`src/rtl/scan_test_ctrl.sv`:
```
// rtl/scan_test_ctrl.sv - scan-chain test sequencer: load, shift, capture, unload, compare
// Every output is a flop; control outputs are registered from the next state so they line up with it.
module scan_test_ctrl #(
    parameter int CHAIN_LEN = 3,
    parameter int CNT_W     = 8
) (
    input  logic                 clk,
    input  logic                 rst_n,
    input  logic                 start,
    input  logic                 pat_valid,
    output logic                 pat_ready,
    input  logic [CHAIN_LEN-1:0] pat_data,
    input  logic [CHAIN_LEN-1:0] pat_expect,
    input  logic                 pat_last,
    output logic                 scan_en,
    output logic                 scan_in,
    input  logic                 scan_out,
    output logic                 chain_clk_en,
    output logic                 busy,
    output logic                 done,
    output logic                 pass,
    output logic [CNT_W-1:0]     fail_count,
    output logic [CNT_W-1:0]     pat_count
);

    typedef enum logic [5:0] {
        S_IDLE    = 6'b000001,
        S_LOAD    = 6'b000010,
        S_SHIFT   = 6'b000100,
        S_CAPTURE = 6'b001000,
        S_UNLOAD  = 6'b010000,
        S_DONE    = 6'b100000
    } state_t;

    localparam int              CW   = (CHAIN_LEN > 1) ? $clog2(CHAIN_LEN) : 1;
    localparam logic [CW-1:0]   LAST = CW'(CHAIN_LEN - 1);
    localparam logic [CNT_W-1:0] CMAX = '1;

    state_t                 r_state;
    state_t                 w_next;
    logic [CW-1:0]          r_cnt;
    logic [CHAIN_LEN-1:0]   r_stim_sh;
    logic [CHAIN_LEN-1:0]   r_exp_cur;
    logic [CHAIN_LEN-1:0]   r_exp_next;
    logic                   r_last;
    logic                   r_first;
    logic                   r_win_err;
    logic [CNT_W-1:0]       r_fail;
    logic [CNT_W-1:0]       r_pat;
    logic                   r_pass;
    logic                   r_scan_en;
    logic                   r_clk_en;
    logic                   r_pat_ready;
    logic                   r_busy;
    logic                   r_done;

    logic                   w_accept;
    logic                   w_in_win;
    logic                   w_cnt_last;
    logic                   w_cmp_on;
    logic [CW-1:0]          w_idx;
    logic                   w_exp_bit;
    logic                   w_bit_err;
    logic                   w_win_fail;
    logic [CNT_W-1:0]       w_fail_nx;

    assign w_accept   = (r_state == S_LOAD) && pat_valid;
    assign w_in_win   = (r_state == S_SHIFT) || (r_state == S_UNLOAD);
    assign w_cnt_last = (r_cnt == LAST);
    // The first shift-out of a session holds whatever the chain had before, so it is never judged.
    assign w_cmp_on   = ((r_state == S_SHIFT) && !r_first) || (r_state == S_UNLOAD);
    assign w_idx      = LAST - r_cnt;
    assign w_exp_bit  = (r_state == S_UNLOAD) ? r_exp_next[w_idx] : r_exp_cur[w_idx];
    assign w_bit_err  = w_cmp_on && (scan_out != w_exp_bit);
    assign w_win_fail = w_in_win && w_cnt_last && (r_win_err || w_bit_err);
    assign w_fail_nx  = (w_win_fail && (r_fail != CMAX)) ? r_fail + 1'b1 : r_fail;

    always_comb begin
        w_next = r_state;
        unique case (r_state)
            S_IDLE:    if (start) w_next = S_LOAD;
            S_LOAD:    if (pat_valid) w_next = S_SHIFT;
            S_SHIFT:   if (w_cnt_last) w_next = S_CAPTURE;
            S_CAPTURE: w_next = r_last ? S_UNLOAD : S_LOAD;
            S_UNLOAD:  if (w_cnt_last) w_next = S_DONE;
            S_DONE:    w_next = S_IDLE;
            default:   w_next = S_IDLE;
        endcase
    end

    always_ff @(posedge clk or negedge rst_n) begin
        if (!rst_n) begin
            r_state     <= S_IDLE;
            r_cnt       <= '0;
            r_stim_sh   <= '0;
            r_exp_cur   <= '0;
            r_exp_next  <= '0;
            r_last      <= 1'b0;
            r_first     <= 1'b0;
            r_win_err   <= 1'b0;
            r_fail      <= '0;
            r_pat       <= '0;
            r_pass      <= 1'b0;
            r_scan_en   <= 1'b0;
            r_clk_en    <= 1'b1;
            r_pat_ready <= 1'b0;
            r_busy      <= 1'b0;
            r_done      <= 1'b0;
        end else begin
            r_state     <= w_next;
            r_scan_en   <= (w_next == S_SHIFT) || (w_next == S_UNLOAD);
            r_clk_en    <= (w_next != S_LOAD);
            r_pat_ready <= (w_next == S_LOAD);
            r_busy      <= (w_next != S_IDLE);
            r_done      <= (w_next == S_DONE);

            if (w_in_win) begin
                r_cnt     <= w_cnt_last ? '0 : r_cnt + 1'b1;
                r_win_err <= w_cnt_last ? 1'b0 : (r_win_err || w_bit_err);
            end else begin
                r_cnt     <= '0;
                r_win_err <= 1'b0;
            end

            // scan_in is the MSB of this register; zero fill leaves scan_in low during unload.
            if (w_accept) begin
                r_stim_sh  <= pat_data;
                r_exp_cur  <= r_exp_next;
                r_exp_next <= pat_expect;
                r_last     <= pat_last;
            end else if (r_state == S_SHIFT) begin
                r_stim_sh <= r_stim_sh << 1;
            end

            r_fail <= w_fail_nx;

            if (r_state == S_CAPTURE) begin
                r_first <= 1'b0;
                if (r_pat != CMAX) r_pat <= r_pat + 1'b1;
            end

            if (w_next == S_DONE) r_pass <= (w_fail_nx == '0);

            if ((r_state == S_IDLE) && start) begin
                r_fail  <= '0;
                r_pat   <= '0;
                r_pass  <= 1'b0;
                r_first <= 1'b1;
            end
        end
    end

    assign pat_ready    = r_pat_ready;
    assign scan_en      = r_scan_en;
    assign scan_in      = r_stim_sh[CHAIN_LEN-1];
    assign chain_clk_en = r_clk_en;
    assign busy         = r_busy;
    assign done         = r_done;
    assign pass         = r_pass;
    assign fail_count   = r_fail;
    assign pat_count    = r_pat;

endmodule

```
`config.mk`:
```
export PLATFORM = sky130hd
export DESIGN_NAME = scan_test_ctrl
export DESIGN_NICKNAME = d
export VERILOG_FILES = /design/src/rtl/scan_test_ctrl.sv
export SDC_FILE = /design/constraint.sdc
export NUM_CORES = 1
export LEC_CHECK = 0
export BUFFER_PORTS_ARGS = -buffer_cell sky130_fd_sc_hd__buf_2
export CAP_MARGIN = 20
export CORE_MARGIN = 8
export CORE_UTILIZATION = 50
export DETAILED_ROUTE_END_ITERATION = 12
export PLACE_DENSITY = 0.71
export SYNTH_ARGS = -nofsm -noshare
export SYNTH_HDL_FRONTEND = slang
export SYNTH_SLANG_ARGS = --single-unit
```
`constraint.sdc`:
```
create_clock -name clk -period 7.9 [get_ports clk]
set_input_delay 0 -clock clk [delete_from_list [all_inputs] [get_ports clk]]
set_output_delay 0 -clock clk [all_outputs]
set_load 0.1 [all_outputs]
```
==> impl_summary.md <==
Status
The run finished with clean final reports.

STA
The final critical delay including setup and external delays is 2891 ps. For the pin with the worst max-slew slack, the measured transition is 892.8 ps. Setup repair after global routing left no endpoint under its margin. The max-slew violation count was 0. The maximum clock frequency is 346.0 MHz. The worst pin sits at a relative slew slack of 40.48%.

The sum of negative setup slack is 0 ps. The portion of the clock cycle consumed by the worst path in the final layout is roughly 37%. The total of endpoints with negative setup slack in the final report is 0. The smallest setup slack after layout is 5009 ps.

The hold violation total from the final report is 0. The clock skew is 7.895 ps.

Yosys
The number of enable-type register cells in the synthesized netlist is 0. The synthesized design contains 42 register bits. By area the synthesized netlist is led by sky130_fd_sc_hd__dfrtp_1 46%, sky130_fd_sc_hd__xor2_1 4.4%, sky130_fd_sc_hd__nor2_1 3.9%. The post-synthesis cell count is 207. Synthesis instantiated 52 different standard cells from the library.

After synthesis, the share of flip-flops with an asynchronous set or reset is 100.0%. The area of the mapped netlist is 2193 um2. The dominant register cell in the synthesized netlist is sky130_fd_sc_hd__dfrtp_1. The fraction of post-synthesis cell area in the top cell type by area is 45.64%. When the netlist entered floorplanning its net count stood at 224.

The sequential share of the synthesized area is slightly below 50%. Summed over all instances, the cell type with the most area after synthesis is sky130_fd_sc_hd__dfrtp_1. The Yosys step of the flow raised 0 warnings. The average footprint of a synthesized cell is 10.60 um2.

Die
The total area inside the core boundary comes to between 4000 and 5000 um2. The die covers 6762 um2. The number of top-level pins is 35. The die is slightly above 80 um wide. The row count is 24. The vertical die dimension is between 80 and 90 um. The initial utilization of the core area, before any placement, comes to 51.08%.

Detailed routing
Using the TritonRoute via totals, the vias-per-cell ratio works out to ~5.5. The detailed-router iteration count before antenna repair is 4. The violation count after the first detailed-route iteration is 80. Once detail routing completed, the nets flagged for antenna violations numbered 0.

After detailed routing, the number of remaining DRC violations is 0. For this block, the routed nets add up to around 4400 um of wire. The via total after detailed routing is 1,675. Dividing the detail-routed wire length by the instance count gives 14.29 um.

Worst setup path
The slack of the worst reg-to-reg path is approximately 5000 ps. The worst path required time is 8130 ps. The setup path with the least slack is of type reg2reg. The largest stage delay on the critical path is 470 ps. Data on the critical path arrives at its endpoint at 3120 ps. On the critical path, the stage with the largest delay is an instance of sky130_fd_sc_hd__dfrtp_1.

The critical path goes through inv_1, ha_1, mux2_2, o211ai_1, nand3_2, a21oi_4, mux2_1, o21ai_1, o211a_1. The critical path endpoint category is a register. The path depth of the worst reg2reg path is 9. The startpoint identified for the worst register-to-register timing path is r_cnt[0]$_DFF_PN0_. The destination of the worst register-to-register timing path is pass$_DFFE_PN0P_.

The kind of launch point of the worst setup path is a register. The critical-path maximum fanout is 10.

CTS
The H-tree was split into 2 levels. The buffer type at the clock tree root is sky130_fd_sc_hd__clkbuf_8. Clock latency on the worst-skew pair, taken at its later pin, is between 200 and 300 ps.

The post-CTS setup repair buffer count is 0. The count of clock tree sinks is 42. The clock passes through at most 2 buffers.

Clock-pin slew was measured on the worst setup and hold paths at 80 ps. The CTS tree is yes. The total CTS buffers is 5.

Min path
For hold timing, the worst endpoint is busy$_DFF_PN0_. The tightest min-delay check is of the in2reg type. The worst min-delay path startpoint is start. Counting instances, the worst hold path has a depth of 3.

Placed design
Detailed placement ended at an HPWL of 3118 um. After detailed placement, the design holds a cell count of 290. The final weighted congestion of routability-driven global placement is 0.8115. The quantity of I/O buffers inserted on ports is 34.

The pre-CTS setup slack is 5023 ps.

Layout
Summing all multi-input logic gate instances after layout gives 1076 um2. 0 antenna diodes ended up in the layout. Of the cells placed in the final design, the portion with a size suffix greater than 1 is 26.38%. Across the whole layout, storage elements account for about 1100 um2.

The signed area change from the synthesized netlist to the final layout is 18.88%. The fill cell total of the finished layout is 380. The total number of nets in the final design is 270. The post-layout instance count excluding filler cells is 306.

Power
The static leakage power is between 1 and 1.5 nW. The power after layout is 0.6872 mW. The maximum ir drop on the vdd rail is between 0.2 and 0.25 mV. Power spread over the standard cell area amounts to 263.5 nW/um2.

Global routing
The first global-routing pass estimated ~7600 um of wire. The number of global-route vias before repair is 1,679. The total grt overflow is 0.

Entering global routing, the biggest net connects between 40 and 50 pins. The number of antenna violations at the first check in global routing is 0. The overall fraction of global-route tracks in use is roughly 14%.

Run
Max-cap violations in this run came to 0.
[cell usage in the layout, fill, tap and decap left out, types with 2 or more instances in the layout]
| master | count |
|---|---|
| sky130_fd_sc_hd__a211o_1 | 3 |
| sky130_fd_sc_hd__a21boi_0 | 2 |
| sky130_fd_sc_hd__a21oi_4 | 2 |
| sky130_fd_sc_hd__a31oi_1 | 2 |
| sky130_fd_sc_hd__a41oi_1 | 2 |
| sky130_fd_sc_hd__and2_1 | 2 |
| sky130_fd_sc_hd__and3_1 | 6 |
| sky130_fd_sc_hd__and3_2 | 2 |
| sky130_fd_sc_hd__and4_1 | 3 |
| sky130_fd_sc_hd__buf_2 | 34 |
| sky130_fd_sc_hd__buf_4 | 2 |
| sky130_fd_sc_hd__clkbuf_8 | 5 |
| sky130_fd_sc_hd__dfrtp_1 | 40 |
| sky130_fd_sc_hd__dfstp_2 | 2 |
| sky130_fd_sc_hd__dlygate4sd3_1 | 8 |
| sky130_fd_sc_hd__ha_1 | 5 |
| sky130_fd_sc_hd__inv_1 | 10 |
| sky130_fd_sc_hd__mux2_2 | 7 |
| sky130_fd_sc_hd__mux2i_1 | 5 |
| sky130_fd_sc_hd__nand2_1 | 17 |
| sky130_fd_sc_hd__nand2b_1 | 3 |
| sky130_fd_sc_hd__nand3_1 | 8 |
| sky130_fd_sc_hd__nand4_1 | 3 |
| sky130_fd_sc_hd__nor2_1 | 23 |
| sky130_fd_sc_hd__nor3_1 | 5 |
| sky130_fd_sc_hd__o211ai_1 | 4 |
| sky130_fd_sc_hd__o21ai_0 | 4 |
| sky130_fd_sc_hd__or4_4 | 2 |
| sky130_fd_sc_hd__xnor2_1 | 5 |
| sky130_fd_sc_hd__xor2_1 | 11 |
[registers in the layout, summed over array words and instances (netlist names), 2 cells and up]
register	count
fail_count	8
pat_count	8
r_state	6
r_exp_cur	3
r_exp_next	3
r_stim_sh	3
r_cnt	2
[power breakdown]
part / switching (mW) / internal (mW)
Sequential: 0.0344 / 0.259
Clock: 0.0727 / 0.0943
Combinational: 0.158 / 0.0684
[through the flow]
| stage | cell area [um2] | hold slack (ps) | util [%] |
|---|---|---|---|
| after floorplan | 2193 | -295.6 | - |
| after global placement | 2417 | 189.5 | 56.29 |
| after detailed placement | 2417 | 196.6 | 56.29 |
| after CTS | 2608 | 117.5 | 60.72 |
| after global routing | 2608 | 127.1 | 60.72 |
| final | 2608 | 121.9 | 60.72 |
[Yosys cell counts (2+ instances only)]
library cell	n
sky130_fd_sc_hd__nand2_1	17
sky130_fd_sc_hd__nor3_1	5
sky130_fd_sc_hd__dfstp_2	2
sky130_fd_sc_hd__inv_1	10
sky130_fd_sc_hd__o21ai_0	4
sky130_fd_sc_hd__mux2_2	7
sky130_fd_sc_hd__nand4_1	3
sky130_fd_sc_hd__nand3_1	8
sky130_fd_sc_hd__and3_2	2
sky130_fd_sc_hd__nor2_1	23
sky130_fd_sc_hd__ha_1	5
sky130_fd_sc_hd__dfrtp_1	40
sky130_fd_sc_hd__a31oi_1	2
sky130_fd_sc_hd__and4_1	3
sky130_fd_sc_hd__a21boi_0	2
sky130_fd_sc_hd__o211ai_1	4
sky130_fd_sc_hd__xor2_1	11
sky130_fd_sc_hd__a21oi_4	2
sky130_fd_sc_hd__or4_4	2
sky130_fd_sc_hd__xnor2_1	5
sky130_fd_sc_hd__mux2i_1	5
sky130_fd_sc_hd__a211o_1	3
sky130_fd_sc_hd__and3_1	6
sky130_fd_sc_hd__nand2b_1	3
sky130_fd_sc_hd__a41oi_1	2
sky130_fd_sc_hd__clkbuf_1	4
sky130_fd_sc_hd__and2_1	2
[layer usage]
layer,up-vias,part of all wire (%),GRT usage [%]
li1,829,-,-
met1,807,47,18.54
met2,31,48,22.16
met3,8,3.3,3.571
met4,0,2.1,7.193
met5,-,0,0
[final cells by class]
cell class              count  share of cell area [%]
well taps                  52                   2.495
repair buffers             44                   10.17
flip-flops and latches     42                   40.40
clock inverters             2                   1.440
clock buffers               6                   2.783
inverters                  10                   1.440
multi-input cells         150                   41.27
[cells by family (layout without fill, tap and decap cells)]
group	Yosys count	after routing	share of synthesized area (%)
flip-flops	42	42	48.03
AND/OR/NAND/NOR	82	82	19.97
adder cells (fa/ha/maj)	5	5	2.852
XOR/XNOR	16	16	6.389
buffers and inverters	15	62	2.909
multiplexers	13	13	6.389
AO/OA/AOI/OAI	34	34	13.46
[critical path, delay by kind of cell (launching register included)]
family / cells / cell delay [ps]
AOI/OAI and AO/OA: 4 / 890
muxes: 2 / 730
DFF: 1 / 470
adders and majority gates: 1 / 410
and+or+nand+nor: 1 / 200
buffers and inverters: 1 / 130
[worst max path at each step]
| stage | start | end | depth (start not counted) |
|---|---|---|---|
| detailed placement | r_cnt[0]$_DFF_PN0_ | pass$_DFFE_PN0P_ | 9 |
| CTS | r_cnt[0]$_DFF_PN0_ | pass$_DFFE_PN0P_ | 9 |
| global route | r_cnt[0]$_DFF_PN0_ | pass$_DFFE_PN0P_ | 9 |
| finish | r_cnt[0]$_DFF_PN0_ | pass$_DFFE_PN0P_ | 9 |
| global placement | r_cnt[0]$_DFF_PN0_ | pass$_DFFE_PN0P_ | 9 |
| floorplan | r_cnt[0]$_DFF_PN0_ | pass$_DFFE_PN0P_ | 9 |
[timing repair]
action / 4_1_cts / 5_1_grt
gates resized for setup: 0 / 0
endpoints found under the hold margin: 47 / 0
hold buffers: 8 / 0
No activity file was read; power rests on OpenSTA's default activity.
